<file path="src/rtl/bram_port_arbiter.sv">
`default_nettype none

// ============================================================================
//  Package     : bash_hash_params_pkg
//  Description : Shared sizing parameters for the hash block. It provides
//                the default BRAM word-address width used by the arbiter.
//  Revision    : 1.0 - initial release
// ============================================================================
package bash_hash_params_pkg;
    parameter int ADDRLEN = 10;
endpackage : bash_hash_params_pkg

// ============================================================================
//  Module      : bram_port_arbiter
//  Description : Shares one BRAM port (port A) between two requesters.
//                - host : the AXI-slave side
//                - core : the hash engine
//                A three-state owner FSM (IDLE / HOST / CORE) grants the port
//                to one requester at a time. The owner keeps the port for up
//                to MAX_BURST accepted beats. It then hands the port to the
//                other requester if that requester is waiting. Each accepted
//                beat gets a one-cycle completion pulse on the next cycle.
//                On that pulse, a read returns its data.
//
//  Parameters  : ADDRLEN    - BRAM word address width
//                MAX_BURST  - maximum consecutive accepted beats per grant
//                             (legal range 1..255)
//
//  Ports       : s_axi_aclk          in   clock for all logic
//                s_axi_aresetn       in   asynchronous active-low reset
//                host_/core_valid    in   access pending
//                host_/core_ready    out  access accepted when valid&ready
//                host_/core_we       in   byte write enables (0 = read)
//                host_/core_addr     in   word address
//                host_/core_wdata    in   write data
//                host_/core_resp_valid out completion pulse, one cycle after
//                                         each accepted beat
//                host_/core_rdata    out  read data, 0 unless a read completes
//                bram_en_a           out  BRAM enable (an access is accepted)
//                bram_we_a           out  BRAM byte write enables
//                bram_addr_a         out  BRAM address
//                bram_wrdata_a       out  BRAM write data
//                bram_rddata_a       in   BRAM read data, one cycle after en
//
//  Build macro : BRAM_ARB_RR_EN
//                When defined, a simultaneous request seen in IDLE goes to the
//                requester that did not own the port last.
//                When undefined, such a request always goes to the host.
//
//  Revision    : 1.0 - initial release
// ============================================================================
module bram_port_arbiter #(
    parameter int ADDRLEN   = bash_hash_params_pkg::ADDRLEN,
    parameter int MAX_BURST = 8
) (
    input  logic               s_axi_aclk,
    input  logic               s_axi_aresetn,

    // Host (AXI side) requester
    input  logic               host_valid,
    output logic               host_ready,
    input  logic [3:0]         host_we,
    input  logic [ADDRLEN-1:0] host_addr,
    input  logic [31:0]        host_wdata,
    output logic               host_resp_valid,
    output logic [31:0]        host_rdata,

    // Core (hash engine) requester
    input  logic               core_valid,
    output logic               core_ready,
    input  logic [3:0]         core_we,
    input  logic [ADDRLEN-1:0] core_addr,
    input  logic [31:0]        core_wdata,
    output logic               core_resp_valid,
    output logic [31:0]        core_rdata,

    // BRAM port A
    output logic               bram_en_a,
    output logic [3:0]         bram_we_a,
    output logic [ADDRLEN-1:0] bram_addr_a,
    output logic [31:0]        bram_wrdata_a,
    input  logic [31:0]        bram_rddata_a
);

    // ------------------------------------------------------------------------
    // Constants
    // ------------------------------------------------------------------------
    // The burst counter holds the number of beats accepted before the current
    // one. An accepted beat that finds the counter at MAX_BURST-1 is the beat
    // that brings the count to MAX_BURST, so it ends the grant.
    localparam logic [7:0] C_BURST_LAST = 8'(MAX_BURST - 1);

    typedef enum logic [1:0] {
        ST_IDLE = 2'd0,
        ST_HOST = 2'd1,
        ST_CORE = 2'd2
    } state_t;

    // ------------------------------------------------------------------------
    // Registers
    // ------------------------------------------------------------------------
    state_t     r_state;
    logic [7:0] r_burst_cnt;
    logic       r_host_resp;    // host beat accepted last cycle
    logic       r_core_resp;    // core beat accepted last cycle
    logic       r_host_rd;      // that host beat was a read
    logic       r_core_rd;      // that core beat was a read
`ifdef BRAM_ARB_RR_EN
    logic       r_last_owner_host;  // 1: the most recent grant went to host
`endif

    // ------------------------------------------------------------------------
    // Ownership and beat acceptance
    // ------------------------------------------------------------------------
    logic w_host_own;
    logic w_core_own;
    logic w_host_acc;
    logic w_core_acc;
    logic w_burst_end;
    logic w_host_release;
    logic w_core_release;
    logic w_tie_to_core;

    assign w_host_own = (r_state == ST_HOST);
    assign w_core_own = (r_state == ST_CORE);

    // Ready depends only on state, so a requester can never take the port
    // in the same cycle it first asks. Ownership is earned at a clock edge.
    assign host_ready = w_host_own;
    assign core_ready = w_core_own;

    assign w_host_acc = w_host_own & host_valid;
    assign w_core_acc = w_core_own & core_valid;

    assign w_burst_end = (r_burst_cnt == C_BURST_LAST);

    // The owner gives up the port when it stops asking, or when its beat
    // in this cycle uses up the burst allowance.
    assign w_host_release = w_host_own & (~host_valid | (w_host_acc & w_burst_end));
    assign w_core_release = w_core_own & (~core_valid | (w_core_acc & w_burst_end));

`ifdef BRAM_ARB_RR_EN
    assign w_tie_to_core = r_last_owner_host;
`else
    assign w_tie_to_core = 1'b0;
`endif

    // ------------------------------------------------------------------------
    // BRAM port drive
    // ------------------------------------------------------------------------
    // Enable and write enables appear only for a beat that is really being
    // accepted. The BRAM therefore never sees an access that no requester
    // will get a response for. Address and data follow the owner.
    always_comb begin
        bram_en_a     = 1'b0;
        bram_we_a     = 4'h0;
        bram_addr_a   = '0;
        bram_wrdata_a = 32'h0;
        if (w_host_own) begin
            bram_en_a     = host_valid;
            bram_we_a     = host_valid ? host_we : 4'h0;
            bram_addr_a   = host_addr;
            bram_wrdata_a = host_wdata;
        end else if (w_core_own) begin
            bram_en_a     = core_valid;
            bram_we_a     = core_valid ? core_we : 4'h0;
            bram_addr_a   = core_addr;
            bram_wrdata_a = core_wdata;
        end
    end

    // ------------------------------------------------------------------------
    // Responses
    // ------------------------------------------------------------------------
    // The BRAM returns data one cycle after enable, which is the same cycle
    // as the completion pulse. Read data is passed through only for reads,
    // so write completions and idle cycles show zero.
    assign host_resp_valid = r_host_resp;
    assign core_resp_valid = r_core_resp;
    assign host_rdata      = (r_host_resp & r_host_rd) ? bram_rddata_a : 32'h0;
    assign core_rdata      = (r_core_resp & r_core_rd) ? bram_rddata_a : 32'h0;

    // ------------------------------------------------------------------------
    // Owner FSM, burst counter and response tracking
    // ------------------------------------------------------------------------
    always_ff @(posedge s_axi_aclk or negedge s_axi_aresetn) begin
        if (!s_axi_aresetn) begin
            r_state     <= ST_IDLE;
            r_burst_cnt <= 8'd0;
            r_host_resp <= 1'b0;
            r_core_resp <= 1'b0;
            r_host_rd   <= 1'b0;
            r_core_rd   <= 1'b0;
`ifdef BRAM_ARB_RR_EN
            r_last_owner_host <= 1'b1;
`endif
        end else begin
            r_host_resp <= w_host_acc;
            r_core_resp <= w_core_acc;
            r_host_rd   <= w_host_acc & (host_we == 4'h0);
            r_core_rd   <= w_core_acc & (core_we == 4'h0);

            case (r_state)
                ST_IDLE: begin
                    r_burst_cnt <= 8'd0;
                    if (host_valid && core_valid) begin
                        r_state <= w_tie_to_core ? ST_CORE : ST_HOST;
`ifdef BRAM_ARB_RR_EN
                        r_last_owner_host <= ~w_tie_to_core;
`endif
                    end else if (host_valid) begin
                        r_state <= ST_HOST;
`ifdef BRAM_ARB_RR_EN
                        r_last_owner_host <= 1'b1;
`endif
                    end else if (core_valid) begin
                        r_state <= ST_CORE;
`ifdef BRAM_ARB_RR_EN
                        r_last_owner_host <= 1'b0;
`endif
                    end
                end

                ST_HOST: begin
                    if (w_host_release) begin
                        // Every grant starts with a fresh count, including
                        // a re-grant to the same owner.
                        r_burst_cnt <= 8'd0;
                        if (core_valid) begin
                            r_state <= ST_CORE;
`ifdef BRAM_ARB_RR_EN
                            r_last_owner_host <= 1'b0;
`endif
                        end else if (host_valid) begin
                            r_state <= ST_HOST;
`ifdef BRAM_ARB_RR_EN
                            r_last_owner_host <= 1'b1;
`endif
                        end else begin
                            r_state <= ST_IDLE;
                        end
                    end else if (w_host_acc) begin
                        r_burst_cnt <= r_burst_cnt + 8'd1;
                    end
                end

                ST_CORE: begin
                    if (w_core_release) begin
                        r_burst_cnt <= 8'd0;
                        if (host_valid) begin
                            r_state <= ST_HOST;
`ifdef BRAM_ARB_RR_EN
                            r_last_owner_host <= 1'b1;
`endif
                        end else if (core_valid) begin
                            r_state <= ST_CORE;
`ifdef BRAM_ARB_RR_EN
                            r_last_owner_host <= 1'b0;
`endif
                        end else begin
                            r_state <= ST_IDLE;
                        end
                    end else if (w_core_acc) begin
                        r_burst_cnt <= r_burst_cnt + 8'd1;
                    end
                end

                default: begin
                    r_state     <= ST_IDLE;
                    r_burst_cnt <= 8'd0;
                end
            endcase
        end
    end

endmodule : bram_port_arbiter

`default_nettype wire

</file>
<file path="config.mk">
export PLATFORM = sky130hd
export DESIGN_NAME = bram_port_arbiter
export DESIGN_NICKNAME = d
export VERILOG_FILES = /design/src/rtl/bram_port_arbiter.sv
export SDC_FILE = /design/constraint.sdc
export NUM_CORES = 1
export LEC_CHECK = 0
export ABC_CLOCK_PERIOD_IN_PS = 2600
export BUFFER_PORTS_ARGS = -buffer_cell sky130_fd_sc_hd__buf_2
export CAP_MARGIN = 20
export CORE_AREA = 2 2 95 97
export DETAILED_ROUTE_END_ITERATION = 8
export DIE_AREA = 0 0 97 99
export GPL_ROUTABILITY_DRIVEN = 0
export HOLD_SLACK_MARGIN = 0.08
export PLACE_DENSITY = 0.56
export SKIP_LAST_GASP = 1
export SYNTH_ARGS = -nofsm -noshare
export SYNTH_HDL_FRONTEND = slang
export SYNTH_SLANG_ARGS = --single-unit
</file>
<file path="constraint.sdc">
create_clock -name s_axi_aclk -period 2.6 [get_ports s_axi_aclk]
set_clock_uncertainty 0.05 [all_clocks]
set_input_delay 0.26 -clock s_axi_aclk [delete_from_list [all_inputs] [get_ports s_axi_aclk]]
set_output_delay 0.26 -clock s_axi_aclk [all_outputs]
set_load 0.01 [all_outputs]
</file>
# Word-level counts from Yosys, hierarchy flattened
# Cells that the tools add are included.
dict set report totals {
  reg_bits 14
  in_bits 128
  wordCells 62
}
dict set report op_classes {
  add_sub_neg 1
  eq_ne 8
  mux 27
  bitwise_logic 14
  n_reduce_logical 6
}
# op n
set op_table {}
lappend op_table {{32-bit 2-to-1 mux} 4}
lappend op_table {{8-bit 2-to-1 mux} 4}
lappend op_table {{10-bit 2-to-1 mux} 2}
lappend op_table {{2-bit 2-to-1 mux} 8}
lappend op_table {{4-bit 2-to-1 mux} 4}
lappend op_table {{8-bit one-hot mux with 2 select lines} 1}
lappend op_table {{1-bit bitwise AND} 10}
lappend op_table {{8-bit by 1-bit adder with 8-bit output (second input constant)} 1}
lappend op_table {{8-bit by 3-bit == test with 1-bit output (second input constant)} 1}
lappend op_table {{4-bit zero test} 2}
lappend op_table {{3-bit by 1-bit inequality test with 1-bit output (second input constant)} 2}
lappend op_table {{2-bit one-hot mux with 3 select lines} 1}
lappend op_table {{2-bit by 1-bit inequality test with 1-bit output (second input constant)} 2}
lappend op_table {{4-bit inequality test (second input constant)} 1}
lappend op_table {{1-bit 2-to-1 mux} 3}
lappend op_table {{3-bit AND reduction} 1}
lappend op_table {{2-bit by 1-bit == test with 1-bit output (second input constant)} 1}
lappend op_table {{2-bit == test (second input constant)} 1}
lappend op_table {{2-bit zero test} 1}
lappend op_table {{1-bit inverter} 2}
lappend op_table {{1-bit bitwise OR} 2}
lappend op_table {{2-bit AND reduction} 1}
lappend op_table {{1-bit logical AND} 1}

# Depth between registers and ports, before layout
# Gate-level depths: netlist (run 1).
dict set report logic_depth {
  ltp_word 7
  ltp_mapped 7
  ltp_nobuf 6
}

# Worst setup path before layout (run 1)
# OpenSTA, ideal clock, no wires.
dict set report synth_timing {
  path_kind {reg-to-output}
  startpoint {register r_state[0]}
  endpoint {output port bram_wrdata_a[10]}
  arrival_time_ns 1.458
  required_ns 2.290
  path_slack_ns 0.832
  stages_incl_launch_ff 7
  n_path_buf 2
  cell_sequence {dfrtp_1 > inv_1 > ha_1 > buf_2 > clkbuf_1 > nand2_1 > o21ai_0}
}
dict set report synth_via {
  elab_chain_len 3
}
# item line_no
set synth_lines {}
lappend synth_lines {{start: declaration} 102} ;# state_t r_state;
lappend synth_lines {{start signal: assignment} 207} ;# r_state <= w_tie_to_core ? ST_CORE : ST_HOST;
lappend synth_lines {{2-bit == test} 125} ;# assign w_core_own = (r_state == ST_CORE);
lappend synth_lines {{via core_ready} 70} ;# output logic core_ready,
lappend synth_lines {{32-bit 2-to-1 mux} 164} ;# end else if (w_core_own) begin
lappend synth_lines {{32-bit 2-to-1 mux} 159} ;# if (w_host_own) begin
lappend synth_lines {{end: declaration} 81} ;# output logic [31:0] bram_wrdata_a,
# The timed path passes the listed nets, and every way through them passes these cells.

# Final worst setup path (run 1)
dict set report layout_timing {
  startpoint {register r_state[1]}
  endpoint {output port bram_addr_a[9]}
}
dict set report layout_via {
  elab_chain_len 3
}
# item line_no
set layout_lines {}
lappend layout_lines {{2-bit == test} 125}
lappend layout_lines {{10-bit 2-to-1 mux} 164}
lappend layout_lines {{10-bit 2-to-1 mux (*)} 159}
lappend layout_lines {{end: declaration} 80} ;# output logic [ADDRLEN-1:0] bram_addr_a,
# Every way passes the cells marked *; elsewhere a longest branch is shown, timed or not.

==> impl_results.html, run 1 <==
<table>
<tr><th>Metric</th><th>Value</th></tr>
<tr><th colspan="2">Die</th></tr>
<tr><td>CORE AREA</td><td>0.00855 sq mm</td></tr>
<tr><td>Floorplan die height</td><td>99 um</td></tr>
<tr><td>Initial core utilization</td><td>0.200</td></tr>
<tr><td>Number of placement rows</td><td>34</td></tr>
<tr><td>Die span in x</td><td>97 um</td></tr>
<tr><td>Die Footprint</td><td>0.00960 sq mm</td></tr>
<tr><td>Number of primary I/O pins</td><td>roughly 240</td></tr>
<tr><th colspan="2">Critical path</th></tr>
<tr><td>Max incr delay on CP</td><td>0.70 ns</td></tr>
<tr><td>Kind of end point of the critical path</td><td>output pin</td></tr>
<tr><td>Cell type group with the largest total delay on the critical path</td><td>simple AND/OR/NAND/NOR gates</td></tr>
<tr><td>Critical-path cell list</td><td>inv_1 -&gt; ha_2 -&gt; nor2b_1 -&gt; a22o_1 -&gt; buf_2</td></tr>
<tr><td>Number of buffers and inverters on the critical path</td><td>2</td></tr>
<tr><td>Slowest stage cell, crit path</td><td>sky130_fd_sc_hd__nor2b_1</td></tr>
<tr><td>Worst EP arrival</td><td>2.11 ns</td></tr>
<tr><td>Startpoint class of the critical path</td><td>register</td></tr>
<tr><td>Worst Path Class, Setup</td><td>reg -&gt; out</td></tr>
<tr><td>Worst EP required</td><td>2.29 ns</td></tr>
<tr><td>Critical path fanouts, max</td><td>27</td></tr>
<tr><th colspan="2">Logic synthesis</th></tr>
<tr><td>Dominant cells by area after synthesis</td><td>sky130_fd_sc_hd__and3_1 (24%), sky130_fd_sc_hd__dfrtp_1 (20%), sky130_fd_sc_hd__nand2_1 (15%)</td></tr>
<tr><td>Cell area after synthesis</td><td>0.00171 sq mm</td></tr>
<tr><td>Mapped Nets</td><td>397</td></tr>
<tr><td>Part of the Yosys area used for sequential elements</td><td>0.205</td></tr>
<tr><td>Number of register bits inferred by synthesis</td><td>14</td></tr>
<tr><td>Average cell area after synthesis</td><td>6.49 sq um</td></tr>
<tr><td>Cells after Synth</td><td>264</td></tr>
<tr><td>Area leader, netlist</td><td>sky130_fd_sc_hd__and3_1</td></tr>
<tr><td>Number of unique standard cell types used by synthesis</td><td>20</td></tr>
<tr><td>Area share of the largest cell type after synthesis</td><td>0.241</td></tr>
<tr><td>Synth warn</td><td>0</td></tr>
<tr><th colspan="2">Clock network</th></tr>
<tr><td>Number of sinks driven by the clock tree</td><td>14</td></tr>
<tr><td>Number of buffers inserted during clock tree synthesis</td><td>3</td></tr>
<tr><td>Number of levels the H-tree was split into</td><td>1</td></tr>
<tr><td>Bufs on Longest Clock Path</td><td>2</td></tr>
<tr><td>Hold-fix buffer count after cts</td><td>1</td></tr>
<tr><td>Clock Latency Late Sink</td><td>0.25 ns</td></tr>
<tr><td>Number of setup buffers added after CTS</td><td>0</td></tr>
<tr><td>Cell chosen for the clock root</td><td>sky130_fd_sc_hd__clkbuf_8</td></tr>
<tr><td>Clock transition at the registers of the reported paths</td><td>0.06 ns</td></tr>
<tr><td>CTS tree</td><td>done</td></tr>
<tr><td>Cts repair resizes</td><td>0</td></tr>
<tr><th colspan="2">Place</th></tr>
<tr><td>Detailed-placement wirelength estimate</td><td>approximately 6300 um</td></tr>
<tr><td>Number of buffers added on ports</td><td>242</td></tr>
<tr><td>Placed cell areas</td><td>between 0.002 and 0.003 sq mm</td></tr>
<tr><th colspan="2">Global routing</th></tr>
<tr><td>Number of global-route vias before repair</td><td>between 2000 and 2500</td></tr>
<tr><td>First-pass GRT wire length</td><td>12000 um</td></tr>
<tr><td>Antenna violations before repair</td><td>0</td></tr>
<tr><td>Overall fraction of global-route tracks in use</td><td>0.147</td></tr>
<tr><td>Maximum number of pins on one net before global-route repair</td><td>54</td></tr>
<tr><td>Global route overflow</td><td>0</td></tr>
<tr><th colspan="2">Worst hold path</th></tr>
<tr><td>Hold crit path type</td><td>in -&gt; reg</td></tr>
<tr><th colspan="2">Drt</th></tr>
<tr><td>Iteration count of the initial detailed-routing pass</td><td>4</td></tr>
<tr><td>Residual antenna-violating net count after detailed routing</td><td>0</td></tr>
<tr><td>DRC errors left</td><td>0</td></tr>
<tr><td>Final Routed Wirelength</td><td>7650 um</td></tr>
<tr><td>Average detailed-routed wire length per instance</td><td>around 13 um</td></tr>
<tr><td>Vias</td><td>2700</td></tr>
<tr><td>Detail-routed via count per cell</td><td>4.52</td></tr>
<tr><td>Initial detailed-routing violation count</td><td>69</td></tr>
<tr><th colspan="2">Timing</th></tr>
<tr><td>Setup repair after global routing missed its margin</td><td>no</td></tr>
<tr><td>Count of pins over their slew limit</td><td>0</td></tr>
<tr><td>Final critical-path required period</td><td>2.42 ns</td></tr>
<tr><td># setup viols final</td><td>0</td></tr>
<tr><td>TNS Setup</td><td>0 ns</td></tr>
<tr><td>Final hold violation count</td><td>0</td></tr>
<tr><td>Peak clock frequency supported by timing</td><td>0.413 GHz</td></tr>
<tr><td>Transition time at the pin with the least slew margin</td><td>0.826 ns</td></tr>
<tr><td>Relative slew slack</td><td>0.448</td></tr>
<tr><td>Final period util</td><td>0.931</td></tr>
<tr><th colspan="2">Power</th></tr>
<tr><td>Worst VDD drop</td><td>around 0.00038 V</td></tr>
<tr><td>Leakage dissipation</td><td>2.05 nW</td></tr>
<tr><td>Final Total Pwr</td><td>1.70 mW</td></tr>
<tr><td>Power density over the cells</td><td>557 mW/mm^2</td></tr>
<tr><th colspan="2">Job</th></tr>
<tr><td>Reported max-cap violation count</td><td>0</td></tr>
<tr><th colspan="2">Final layout</th></tr>
<tr><td>Layout cells sized above 1</td><td>0.513</td></tr>
<tr><td>Diode count</td><td>0</td></tr>
<tr><td>Post-route cell area</td><td>0.00305 sq mm</td></tr>
<tr><td>Layout overhead on the synthesized area</td><td>77.9%</td></tr>
<tr><td>Number of nets in the final layout</td><td>623</td></tr>
<tr><td># fillers</td><td>about 930</td></tr>
<tr><th colspan="2">Status</th></tr>
<tr><td>Result of the run</td><td>completed</td></tr>
</table>
[cells by family after synthesis]
| kind of cell | share of synthesized area |
|---|---|
| and+or+nand+nor | 0.453 |
| AOI/OAI and AO/OA | 0.205 |
| buffers and inverters | 0.0709 |
| DFF | 0.205 |
| adders and majority gates | 0.0365 |
| xor gates and xnor gates | 0.0307 |
[cell type report]
class,count,area (sq um),area share
well taps,108,135,0.0444
flip-flops and latches,14,350,0.115
clock buffers,4,55.1,0.0181
inverters,5,18.8,0.00616
multi-input cells,220,1240,0.408
repair buffers,246,1240,0.408
[worst reg2reg max path: cells and delay by family (launching register included)]
| kind | cells | cell delay [ns] |
|---|---|---|
| adders and majority gates | 1 | 0.45 |
| DFF | 1 | 0.40 |
| buffers and inverters | 1 | 0.09 |
| AOI/OAI and AO/OA | 2 | 0.52 |
| and+or+nand+nor | 2 | 0.31 |
[final timing paths]
check                                from              to  slack, ns  cells after the start
setup / recovery               r_state[1]  bram_addr_a[9]       0.18                      5
hold / removal                 host_we[0]       r_host_rd       0.21                      3
setup reg to reg               r_state[1]      r_state[1]       0.66                      6
hold reg to reg            r_burst_cnt[0]  r_burst_cnt[0]       0.42                      1
max in group asynchronous   s_axi_aresetn      r_state[0]       1.88                      2
min in group asynchronous   s_axi_aresetn  r_burst_cnt[4]       0.38                      2
[cells in the final DEF (no fill, tap or decap), types with 2 or more instances in the layout]
master / instances
sky130_fd_sc_hd__and3_1: 66
sky130_fd_sc_hd__buf_4: 3
sky130_fd_sc_hd__a22o_1: 15
sky130_fd_sc_hd__xor2_1: 3
sky130_fd_sc_hd__or4_1: 2
sky130_fd_sc_hd__nor2_1: 14
sky130_fd_sc_hd__nand3_1: 3
sky130_fd_sc_hd__nor3_1: 2
sky130_fd_sc_hd__xnor2_1: 3
sky130_fd_sc_hd__a32o_1: 2
sky130_fd_sc_hd__inv_1: 5
sky130_fd_sc_hd__nand2_1: 67
sky130_fd_sc_hd__ha_1: 4
sky130_fd_sc_hd__dfrtp_1: 14
sky130_fd_sc_hd__buf_2: 242
sky130_fd_sc_hd__clkbuf_8: 4
sky130_fd_sc_hd__o21ai_0: 34
[routing by layer]
| metal | track usage | wire length [um] | vias to the layer above |
|---|---|---|---|
| met5 | 0 | 0 | - |
| met4 | 0.0271 | 86 | 0 |
| met3 | 0.0348 | 634 | 10 |
| met2 | 0.261 | 3800 | 129 |
| met1 | 0.182 | 3130 | 1194 |
| li1 | - | - | 1367 |
[report_power, final]
part / switching, mW / total (mW) / internal (mW)
Clock: 0.0788 / 0.213 / 0.134
Combinational: 0.690 / 1.17 / 0.482
Sequential: 0.0689 / 0.312 / 0.243
[sequential cells by signal, summed over array words and instances (netlist names)]
register         cells
r_burst_cnt          8
r_host_rd            1
core_resp_valid      1
host_resp_valid      1
r_state              2
r_core_rd            1
[synthesized netlist by cell type, drive strengths merged]
cell,count
a21o,1
a22o,15
a22oi,1
a32o,2
and3,66
and4bb,1
buf,7
clkbuf,18
dfrtp,14
ha,5
inv,5
nand2,67
nand3,3
nor2,14
nor2b,1
nor3,2
o21ai,34
or4,2
xnor2,3
xor2,3
[metrics by stage]
step | instances | hold slack (ns) | util | worst slack [ns]
CTS | 597 | 0.204 | 0.356 | 0.176
detailed placement | 592 | 0.125 | 0.349 | 0.454
floorplan | 264 | -0.0856 | - | 0.832
global placement | 592 | 0.120 | 0.349 | 0.515
finish | 597 | 0.212 | 0.356 | 0.179
global route | 597 | 0.208 | 0.356 | 0.0603
(Power assumes the default switching activity.)
==> run 2: changes to the inputs <==
- SETUP_SLACK_MARGIN: not set -> 0.3
==> impl_results.html, run 2 (same netlist as run 1, synthesis figures left out) <==
<table>
<tr><th>Metric</th><th>Value</th></tr>
<tr><th colspan="2">Final layout</th></tr>
<tr><td>Post-route cell area</td><td>0.00306 sq mm (was 0.00305 sq mm)</td></tr>
<tr><td># fillers</td><td>925 (was 927)</td></tr>
<tr><td>Most common cell after layout, fill and taps aside</td><td>sky130_fd_sc_hd__buf_2 (unchanged)</td></tr>
<tr><td>Layout cells sized above 1</td><td>0.515 (was 0.513)</td></tr>
<tr><td>Largest regs</td><td>r_burst_cnt x8, r_state x2 (unchanged)</td></tr>
<tr><td>Biggest register</td><td>r_burst_cnt (unchanged)</td></tr>
<tr><td>Footprint of the multi-input gates</td><td>0.00126 sq mm (was 0.00124 sq mm)</td></tr>
<tr><td>Number of nets in the final layout</td><td>623 (unchanged)</td></tr>
<tr><td>Most used cells in the layout excluding fill and tap cells</td><td>sky130_fd_sc_hd__buf_2 (242), sky130_fd_sc_hd__nand2_1 (67), sky130_fd_sc_hd__and3_1 (66), sky130_fd_sc_hd__o21ai_0 (34), sky130_fd_sc_hd__a22o_1 (15) (unchanged)</td></tr>
<tr><td>FF+latch area</td><td>350 sq um (unchanged)</td></tr>
<tr><td>Post-Route Utilization</td><td>0.358 (was 0.356)</td></tr>
<tr><td>Layout overhead on the synthesized area</td><td>78.8% (was 77.9%)</td></tr>
<tr><td>Diode count</td><td>0 (unchanged)</td></tr>
<tr><td>Number of flip-flops in the largest register</td><td>8 (unchanged)</td></tr>
<tr><th colspan="2">Drt</th></tr>
<tr><td>Residual antenna-violating net count after detailed routing</td><td>0 (unchanged)</td></tr>
<tr><td>Detail-routed via count per cell</td><td>4.52 (about the same)</td></tr>
<tr><td>Final Routed Wirelength</td><td>7700 um (was 7650 um)</td></tr>
<tr><td>Initial detailed-routing violation count</td><td>69 (unchanged)</td></tr>
<tr><td>DRC errors left</td><td>0 (unchanged)</td></tr>
<tr><td>Average detailed-routed wire length per instance</td><td>12.9 um (was 12.8 um)</td></tr>
<tr><td>Vias</td><td>2701 (was 2700)</td></tr>
<tr><td>Iteration count of the initial detailed-routing pass</td><td>4 (unchanged)</td></tr>
<tr><th colspan="2">Critical path</th></tr>
<tr><td>Max incr delay on CP</td><td>0.47 ns (was 0.70 ns)</td></tr>
<tr><td>Kind of end point of the critical path</td><td>output pin (unchanged)</td></tr>
<tr><td>Worst Path Class, Setup</td><td>reg -&gt; out (unchanged)</td></tr>
<tr><td>Worst EP required</td><td>2.29 ns (about the same)</td></tr>
<tr><td>Startpoint class of the critical path</td><td>register (unchanged)</td></tr>
<tr><td>Reg2reg path depth</td><td>6 (unchanged)</td></tr>
<tr><td>CP Launch Point</td><td>r_state[0] (was r_state[1])</td></tr>
<tr><td>Worst reg2reg path endpoint</td><td>r_state[1] (unchanged)</td></tr>
<tr><td>Critical-path cell list</td><td>inv_1 -&gt; ha_1 -&gt; nor2b_2 -&gt; a22o_1 -&gt; buf_2 (was inv_1 -&gt; ha_2 -&gt; nor2b_1 -&gt; a22o_1 -&gt; buf_2)</td></tr>
<tr><td>Number of buffers and inverters on the critical path</td><td>2 (unchanged)</td></tr>
<tr><td>Critical path fanouts, max</td><td>11 (was 27)</td></tr>
<tr><td>Worst EP arrival</td><td>1.83 ns (was 2.11 ns)</td></tr>
<tr><td>Slowest stage cell, crit path</td><td>sky130_fd_sc_hd__nor2b_2 (was sky130_fd_sc_hd__nor2b_1)</td></tr>
<tr><td>Register-to-Register Setup Slack</td><td>0.81 ns (was 0.66 ns)</td></tr>
<tr><td>Cell type group with the largest total delay on the critical path</td><td>simple AND/OR/NAND/NOR gates (unchanged)</td></tr>
<tr><td>Reg2reg start</td><td>r_state[1] (unchanged)</td></tr>
<tr><th colspan="2">Power</th></tr>
<tr><td>Combinational power share</td><td>0.694 (was 0.691)</td></tr>
<tr><td>Internal Power</td><td>875 uW (was 860 uW)</td></tr>
<tr><td>Power density over the cells</td><td>563 mW/mm^2 (was 557 mW/mm^2)</td></tr>
<tr><td>Power share of the clock group</td><td>0.124 (was 0.126)</td></tr>
<tr><td>Leakage dissipation</td><td>2.06 nW (was 2.05 nW)</td></tr>
<tr><td>Part of the total power dissipated in sequential elements</td><td>0.183 (was 0.184)</td></tr>
<tr><td>Net switching power figure</td><td>849 uW (was 838 uW)</td></tr>
<tr><td>Worst VDD drop</td><td>0.000380 V (was 0.000379 V)</td></tr>
<tr><td>Switching power share of the total</td><td>0.492 (was 0.494)</td></tr>
<tr><th colspan="2">Timing</th></tr>
<tr><td>Final period util</td><td>0.824 (was 0.931)</td></tr>
<tr><td># setup viols final</td><td>0 (unchanged)</td></tr>
<tr><td>Peak clock frequency supported by timing</td><td>0.467 GHz (was 0.413 GHz)</td></tr>
<tr><td>Final critical-path required period</td><td>2.14 ns (was 2.42 ns)</td></tr>
<tr><td>Final hold violation count</td><td>0 (unchanged)</td></tr>
<tr><td>Setup repair after global routing missed its margin</td><td>no (unchanged)</td></tr>
<tr><td>Count of pins over their slew limit</td><td>0 (unchanged)</td></tr>
<tr><td>Transition time at the pin with the least slew margin</td><td>0.808 ns (was 0.826 ns)</td></tr>
<tr><td>TNS Setup</td><td>0 ns (unchanged)</td></tr>
<tr><td>Relative slew slack</td><td>0.461 (was 0.448)</td></tr>
<tr><th colspan="2">Clock network</th></tr>
<tr><td>Number of buffers inserted during clock tree synthesis</td><td>3 (unchanged)</td></tr>
<tr><td>Number of sinks driven by the clock tree</td><td>14 (unchanged)</td></tr>
<tr><td>Bufs on Longest Clock Path</td><td>2 (unchanged)</td></tr>
<tr><td>Cell chosen for the clock root</td><td>sky130_fd_sc_hd__clkbuf_8 (unchanged)</td></tr>
<tr><td>Clock transition at the registers of the reported paths</td><td>0.06 ns (about the same)</td></tr>
<tr><td>CTS tree</td><td>done (unchanged)</td></tr>
<tr><td>Clock Latency Late Sink</td><td>0.25 ns (about the same)</td></tr>
<tr><td>Number of setup buffers added after CTS</td><td>0 (unchanged)</td></tr>
<tr><td>Number of levels the H-tree was split into</td><td>1 (unchanged)</td></tr>
<tr><th colspan="2">Status</th></tr>
<tr><td>Result of the run</td><td>completed (unchanged)</td></tr>
<tr><th colspan="2">Place</th></tr>
<tr><td>Placed cell areas</td><td>0.00298 sq mm (unchanged)</td></tr>
<tr><td>Number of buffers added on ports</td><td>242 (unchanged)</td></tr>
<tr><td>Detailed-placement wirelength estimate</td><td>6250 um (unchanged)</td></tr>
<tr><th colspan="2">Die</th></tr>
<tr><td>Initial core utilization</td><td>0.200 (unchanged)</td></tr>
<tr><td>CORE AREA</td><td>0.00855 sq mm (unchanged)</td></tr>
<tr><td>Number of primary I/O pins</td><td>243 (unchanged)</td></tr>
<tr><td>Die span in x</td><td>97 um (unchanged)</td></tr>
<tr><td>Number of placement rows</td><td>34 (unchanged)</td></tr>
<tr><td>Die Footprint</td><td>0.00960 sq mm (unchanged)</td></tr>
<tr><td>Floorplan die height</td><td>99 um (unchanged)</td></tr>
<tr><th colspan="2">Global routing</th></tr>
<tr><td>Number of global-route vias before repair</td><td>2487 (unchanged)</td></tr>
<tr><td>First-pass GRT wire length</td><td>12000 um (unchanged)</td></tr>
<tr><td>Overall fraction of global-route tracks in use</td><td>0.147 (unchanged)</td></tr>
<tr><td>Met1 Use GR</td><td>0.182 (unchanged)</td></tr>
<tr><td>Met3 Track Usage GR</td><td>0.0348 (unchanged)</td></tr>
<tr><td>Global route overflow</td><td>0 (unchanged)</td></tr>
<tr><td>Most used routing layer</td><td>met2 (unchanged)</td></tr>
<tr><td>Maximum number of pins on one net before global-route repair</td><td>54 (unchanged)</td></tr>
<tr><td>Global routing usage on met2</td><td>0.261 (unchanged)</td></tr>
<tr><td>Antenna violations before repair</td><td>0 (unchanged)</td></tr>
<tr><th colspan="2">Job</th></tr>
<tr><td>Reported max-cap violation count</td><td>0 (unchanged)</td></tr>
<tr><th colspan="2">Worst hold path</th></tr>
<tr><td>Worst Hold Depth</td><td>3 (unchanged)</td></tr>
<tr><td>End point of the worst hold path</td><td>r_host_rd (unchanged)</td></tr>
<tr><td>Hold crit path type</td><td>in -&gt; reg (unchanged)</td></tr>
<tr><td>Worst hold path startpoint</td><td>host_we[0] (unchanged)</td></tr>
</table>
## run 2: changes by cell type in the layout (fill, tap and decap cells not counted)
cell                      before  now
sky130_fd_sc_hd__buf_6         0    1
sky130_fd_sc_hd__ha_4          0    1
sky130_fd_sc_hd__buf_4         3    2
sky130_fd_sc_hd__nor2b_1       1    0
sky130_fd_sc_hd__ha_2          1    0
sky130_fd_sc_hd__nor2b_2       0    1
## run 2: worst reg2reg max path: stages, from the launching register on
cell and delay [ns]:
sky130_fd_sc_hd__dfrtp_1 0.40, sky130_fd_sc_hd__inv_1 0.12, sky130_fd_sc_hd__ha_4 0.31, sky130_fd_sc_hd__nand2_1 0.20, sky130_fd_sc_hd__a22oi_4 0.26, sky130_fd_sc_hd__nor2_1 0.08, sky130_fd_sc_hd__a32o_1 0.25
## run 2: routing by layer
metal | vias up | wire length [um]
li1 | 1365 | -
met1 | 1195 | 3150
met2 | 131 | 3840
met3 | 10 | 623
met4 | 0 | 86
met5 | - | 0
## run 2: worst max path at each step
stage,endpoint,cells past startpoint
floorplan,bram_wrdata_a[10],6
global placement,bram_addr_a[5],5
detailed placement,bram_addr_a[9],5
CTS,bram_we_a[0],6
global route,bram_we_a[2],6
finish,bram_addr_a[9],5
## run 2: what timing repair did
item | CTS | global route
setup endpoints to repair | 32 | 36
resized for setup | 2 | 1
hold buffers | 1 | 0
endpoints found under the hold margin | 14 | 0
## run 2: power groups by stage
stage	clock network [mW]	registers [mW]	logic (mW)
3_3_place_gp	0	0.313	1.16
2_1_floorplan	0	0.273	0.741
4_1_cts	0.220	0.311	1.19
6_report	0.213	0.315	1.20
5_1_grt	0.234	0.326	1.33
3_5_place_dp	0	0.315	1.18
## run 2: final cells by class
| class | instances | area share |
|---|---|---|
| Tap cell | 108 | 0.0441 |
| Clock buffer | 4 | 0.0180 |
| Inverter | 5 | 0.00613 |
| Sequential cell | 14 | 0.114 |
| Timing Repair Buffer | 246 | 0.407 |
| Multi-Input combinational cell | 220 | 0.410 |
## run 2: metrics by stage
stage	hold WS, ns	total power, mW	std cells	setup slack, ns
finish	0.212	1.72	597	0.457
global route	0.208	1.89	597	0.325
CTS	0.204	1.72	597	0.342
detailed placement	0.125	1.49	592	0.454
global placement	0.120	1.47	592	0.515
floorplan	-0.0856	1.01	264	0.832
==> run 3: changes to the inputs <==
- ABC_CLOCK_PERIOD_IN_PS: 2600 -> 1800
- CORE_AREA: 2 2 95 97 -> 2 2 94 96
- DIE_AREA: 0 0 97 99 -> 0 0 96 98
- PLACE_DENSITY: 0.56 -> 0.59
- clock period: 2.6 -> 1.8 ns (I/O delays scaled with it)
==> impl_results.html, run 3 (same netlist as run 1, synthesis figures left out) <==
<table>
<tr><th>Metric</th><th>Value</th></tr>
<tr><th colspan="2">Timing</th></tr>
<tr><td>Relative slew slack</td><td>0.764 (was 0.461)</td></tr>
<tr><td>Final period util</td><td>1.01</td></tr>
<tr><td>Final critical-path required period</td><td>1.81 ns</td></tr>
<tr><td># setup viols final</td><td>5 (was 0)</td></tr>
<tr><td>Peak clock frequency supported by timing</td><td>between 0.5 and 0.6 GHz</td></tr>
<tr><td>Post-route setup slack</td><td>-0.0140 ns (was 0.457 ns)</td></tr>
<tr><td>Count of pins over their slew limit</td><td>0 (unchanged)</td></tr>
<tr><td>Transition time at the pin with the least slew margin</td><td>0.351 ns (was 0.808 ns)</td></tr>
<tr><td>Setup repair after global routing missed its margin</td><td>yes (was no)</td></tr>
<tr><td>Final hold violation count</td><td>0 (unchanged)</td></tr>
<tr><th colspan="2">Drt</th></tr>
<tr><td>Iteration count of the initial detailed-routing pass</td><td>4 (unchanged)</td></tr>
<tr><td>Residual antenna-violating net count after detailed routing</td><td>0 (unchanged)</td></tr>
<tr><td>Vias</td><td>2866 (was 2701)</td></tr>
<tr><td>Final Routed Wirelength</td><td>8390 um (was 7700 um)</td></tr>
<tr><td>Detail-routed via count per cell</td><td>4.59 (was 4.52)</td></tr>
<tr><td>Initial detailed-routing violation count</td><td>46 (was 69)</td></tr>
<tr><td>Average detailed-routed wire length per instance</td><td>13.4 um (was 12.9 um)</td></tr>
<tr><td>DRC errors left</td><td>0 (unchanged)</td></tr>
<tr><th colspan="2">Die</th></tr>
<tr><td>CORE AREA</td><td>0.00847 sq mm (was 0.00855 sq mm)</td></tr>
<tr><td>Initial core utilization</td><td>0.202 (was 0.200)</td></tr>
<tr><td>Floorplan die height</td><td>98 um (was 99 um)</td></tr>
<tr><td>Die span in x</td><td>96 um (was 97 um)</td></tr>
<tr><td>Number of placement rows</td><td>34 (unchanged)</td></tr>
<tr><td>Number of primary I/O pins</td><td>243 (unchanged)</td></tr>
<tr><td>Die Footprint</td><td>0.00941 sq mm (was 0.00960 sq mm)</td></tr>
<tr><th colspan="2">Power</th></tr>
<tr><td>Worst VDD drop</td><td>0.000586 V (was 0.000380 V)</td></tr>
<tr><td>Final Total Pwr</td><td>3.51 mW (was 1.72 mW)</td></tr>
<tr><td>Leakage dissipation</td><td>2.34 nW (was 2.06 nW)</td></tr>
<tr><td>Power density over the cells</td><td>961 mW/mm^2 (was 563 mW/mm^2)</td></tr>
<tr><th colspan="2">Final layout</th></tr>
<tr><td>Biggest register</td><td>r_burst_cnt (unchanged)</td></tr>
<tr><td>Diode count</td><td>0 (unchanged)</td></tr>
<tr><td>Post-route cell area</td><td>0.00365 sq mm (was 0.00306 sq mm)</td></tr>
<tr><td>Most used cells in the layout excluding fill and tap cells</td><td>sky130_fd_sc_hd__buf_2 (240), sky130_fd_sc_hd__and3_1 (66), sky130_fd_sc_hd__nand2_1 (55), sky130_fd_sc_hd__o21ai_1 (25) (was sky130_fd_sc_hd__buf_2 (242), sky130_fd_sc_hd__nand2_1 (67), sky130_fd_sc_hd__and3_1 (66), sky130_fd_sc_hd__o21ai_0 (34), sky130_fd_sc_hd__a22o_1 (15))</td></tr>
<tr><td>Most common cell after layout, fill and taps aside</td><td>sky130_fd_sc_hd__buf_2 (unchanged)</td></tr>
<tr><td>Final non-filler cell total</td><td>625 (was 597)</td></tr>
<tr><td>Largest regs</td><td>r_burst_cnt x8, r_state x2 (unchanged)</td></tr>
<tr><td>Number of flip-flops in the largest register</td><td>8 (unchanged)</td></tr>
<tr><td>Number of nets in the final layout</td><td>651 (was 623)</td></tr>
<tr><td>Layout cells sized above 1</td><td>0.607 (was 0.515)</td></tr>
<tr><td>Layout overhead on the synthesized area</td><td>113% (was 78.8%)</td></tr>
<tr><th colspan="2">Place</th></tr>
<tr><td>Placed cell areas</td><td>0.00310 sq mm (was 0.00298 sq mm)</td></tr>
<tr><td># placed instances</td><td>601 (was 592)</td></tr>
<tr><td>Detailed-placement wirelength estimate</td><td>6360 um (was 6250 um)</td></tr>
<tr><td>Number of buffers added on ports</td><td>242 (unchanged)</td></tr>
<tr><th colspan="2">Global routing</th></tr>
<tr><td>Overall fraction of global-route tracks in use</td><td>0.151 (was 0.147)</td></tr>
<tr><td>First-pass GRT wire length</td><td>11600 um (was 12000 um)</td></tr>
<tr><td>Antenna violations before repair</td><td>0 (unchanged)</td></tr>
<tr><td>Maximum number of pins on one net before global-route repair</td><td>34 (was 54)</td></tr>
<tr><td>Global route overflow</td><td>0 (unchanged)</td></tr>
<tr><td>Number of global-route vias before repair</td><td>2476 (was 2487)</td></tr>
<tr><th colspan="2">Critical path</th></tr>
<tr><td>Worst Path Class, Setup</td><td>reg -&gt; out (unchanged)</td></tr>
<tr><td>Register-to-Register Setup Slack</td><td>0.10 ns (was 0.81 ns)</td></tr>
<tr><td>Kind of end point of the critical path</td><td>output pin (unchanged)</td></tr>
<tr><td>Startpoint class of the critical path</td><td>register (unchanged)</td></tr>
<tr><td>Worst EP required</td><td>1.57 ns (was 2.29 ns)</td></tr>
<tr><td>Worst EP arrival</td><td>1.58 ns (was 1.83 ns)</td></tr>
<tr><td>Critical path fanouts, max</td><td>11 (unchanged)</td></tr>
<tr><th colspan="2">Clock network</th></tr>
<tr><td>Number of sinks driven by the clock tree</td><td>14 (unchanged)</td></tr>
<tr><td>CTS tree</td><td>done (unchanged)</td></tr>
<tr><td>Bufs on Longest Clock Path</td><td>2 (unchanged)</td></tr>
<tr><td>Cell chosen for the clock root</td><td>sky130_fd_sc_hd__clkbuf_8 (unchanged)</td></tr>
<tr><td>Number of buffers inserted during clock tree synthesis</td><td>3 (unchanged)</td></tr>
<tr><td>Clock Latency Late Sink</td><td>0.26 ns (was 0.25 ns)</td></tr>
<tr><td>Clock transition at the registers of the reported paths</td><td>0.06 ns (about the same)</td></tr>
<tr><td>Number of levels the H-tree was split into</td><td>1 (unchanged)</td></tr>
<tr><th colspan="2">Worst hold path</th></tr>
<tr><td>Hold crit path type</td><td>in -&gt; reg (unchanged)</td></tr>
<tr><th colspan="2">Job</th></tr>
<tr><td>Reported max-cap violation count</td><td>0 (unchanged)</td></tr>
<tr><th colspan="2">Status</th></tr>
<tr><td>Result of the run</td><td>complete, but fails checks (was completed)</td></tr>
<tr><td>Violations in the final reports</td><td>negative setup slack</td></tr>
</table>
run 3: changes by cell type in the layout (fill, tap and decap cells not counted), sizes merged:
| cell | before | now |
|---|---|---|
| clkbuf | 4 | 7 |
| buf | 245 | 270 |
run 3: path summary, 6_finish.rpt:
check,start,end,cells past startpoint
max in group asynchronous,s_axi_aresetn,r_state[0],2
min in group asynchronous,s_axi_aresetn,r_burst_cnt[3],2
max reg2reg,r_state[0],r_state[0],8
min reg2reg,r_burst_cnt[0],r_burst_cnt[0],1
min,host_we[0],r_host_rd,3
max,r_state[0],bram_addr_a[9],6
run 3: repair_timing:
| action | CTS | global route |
|---|---|---|
| hold endpoints to repair | 14 | 0 |
| gates resized for setup | 30 | 38 |
| gates cloned | 0 | 3 |
| endpoints found under the setup margin | 59 | 60 |
| hold buffers | 1 | 0 |
| setup buffers | 12 | 4 |
| pin swaps | 9 | 19 |
run 3: report_power, final:
| group | switching [mW] | total [mW] | internal (mW) | leakage, nW |
|---|---|---|---|---|
| clock | 0.126 | 0.321 | 0.195 | 0.0288 |
| combinational | 1.42 | 2.80 | 1.38 | 2.12 |
| sequential | 0.0399 | 0.394 | 0.354 | 0.191 |
run 3: metrics by stage:
stage | hold slack, ns | setup TNS (ns) | setup slack [ns] | utilization
detailed placement | 0.0378 | 0 | 0.0969 | 0.366
global placement | 0.0405 | 0 | 0.149 | 0.366
finish | 0.143 | -0.0265 | -0.0140 | 0.432
floorplan | -0.166 | 0 | 0.286 | -
CTS | 0.137 | -0.0113 | -0.0113 | 0.402
global route | 0.157 | -2.65 | -0.0982 | 0.432
run 3: area by class of cell:
type | instances | area, sq um
Fill cell | 889 | 4810
Timing Repair Buffer | 274 | 1640
Multi-Input combinational cell | 220 | 1460
Sequential cell | 14 | 352
Tap cell | 108 | 135
Clock buffer | 4 | 55.1
Inverter | 5 | 18.8
run 3: routing by layer:
layer	track usage	vias up	wire length, um
li1	-	1428	-
met1	0.174	1295	3240
met2	0.278	132	4330
met3	0.0278	11	706
met4	0.0440	0	119
met5	0	-	0
run 3: worst max-delay path, stage by stage, from the launching register on:
cell and delay (ns):
sky130_fd_sc_hd__dfrtp_2 0.44, sky130_fd_sc_hd__inv_2 0.10, sky130_fd_sc_hd__ha_4 0.19, sky130_fd_sc_hd__nor2b_4 0.17
sky130_fd_sc_hd__buf_12 0.13, sky130_fd_sc_hd__a22o_1 0.15, sky130_fd_sc_hd__buf_2 0.14
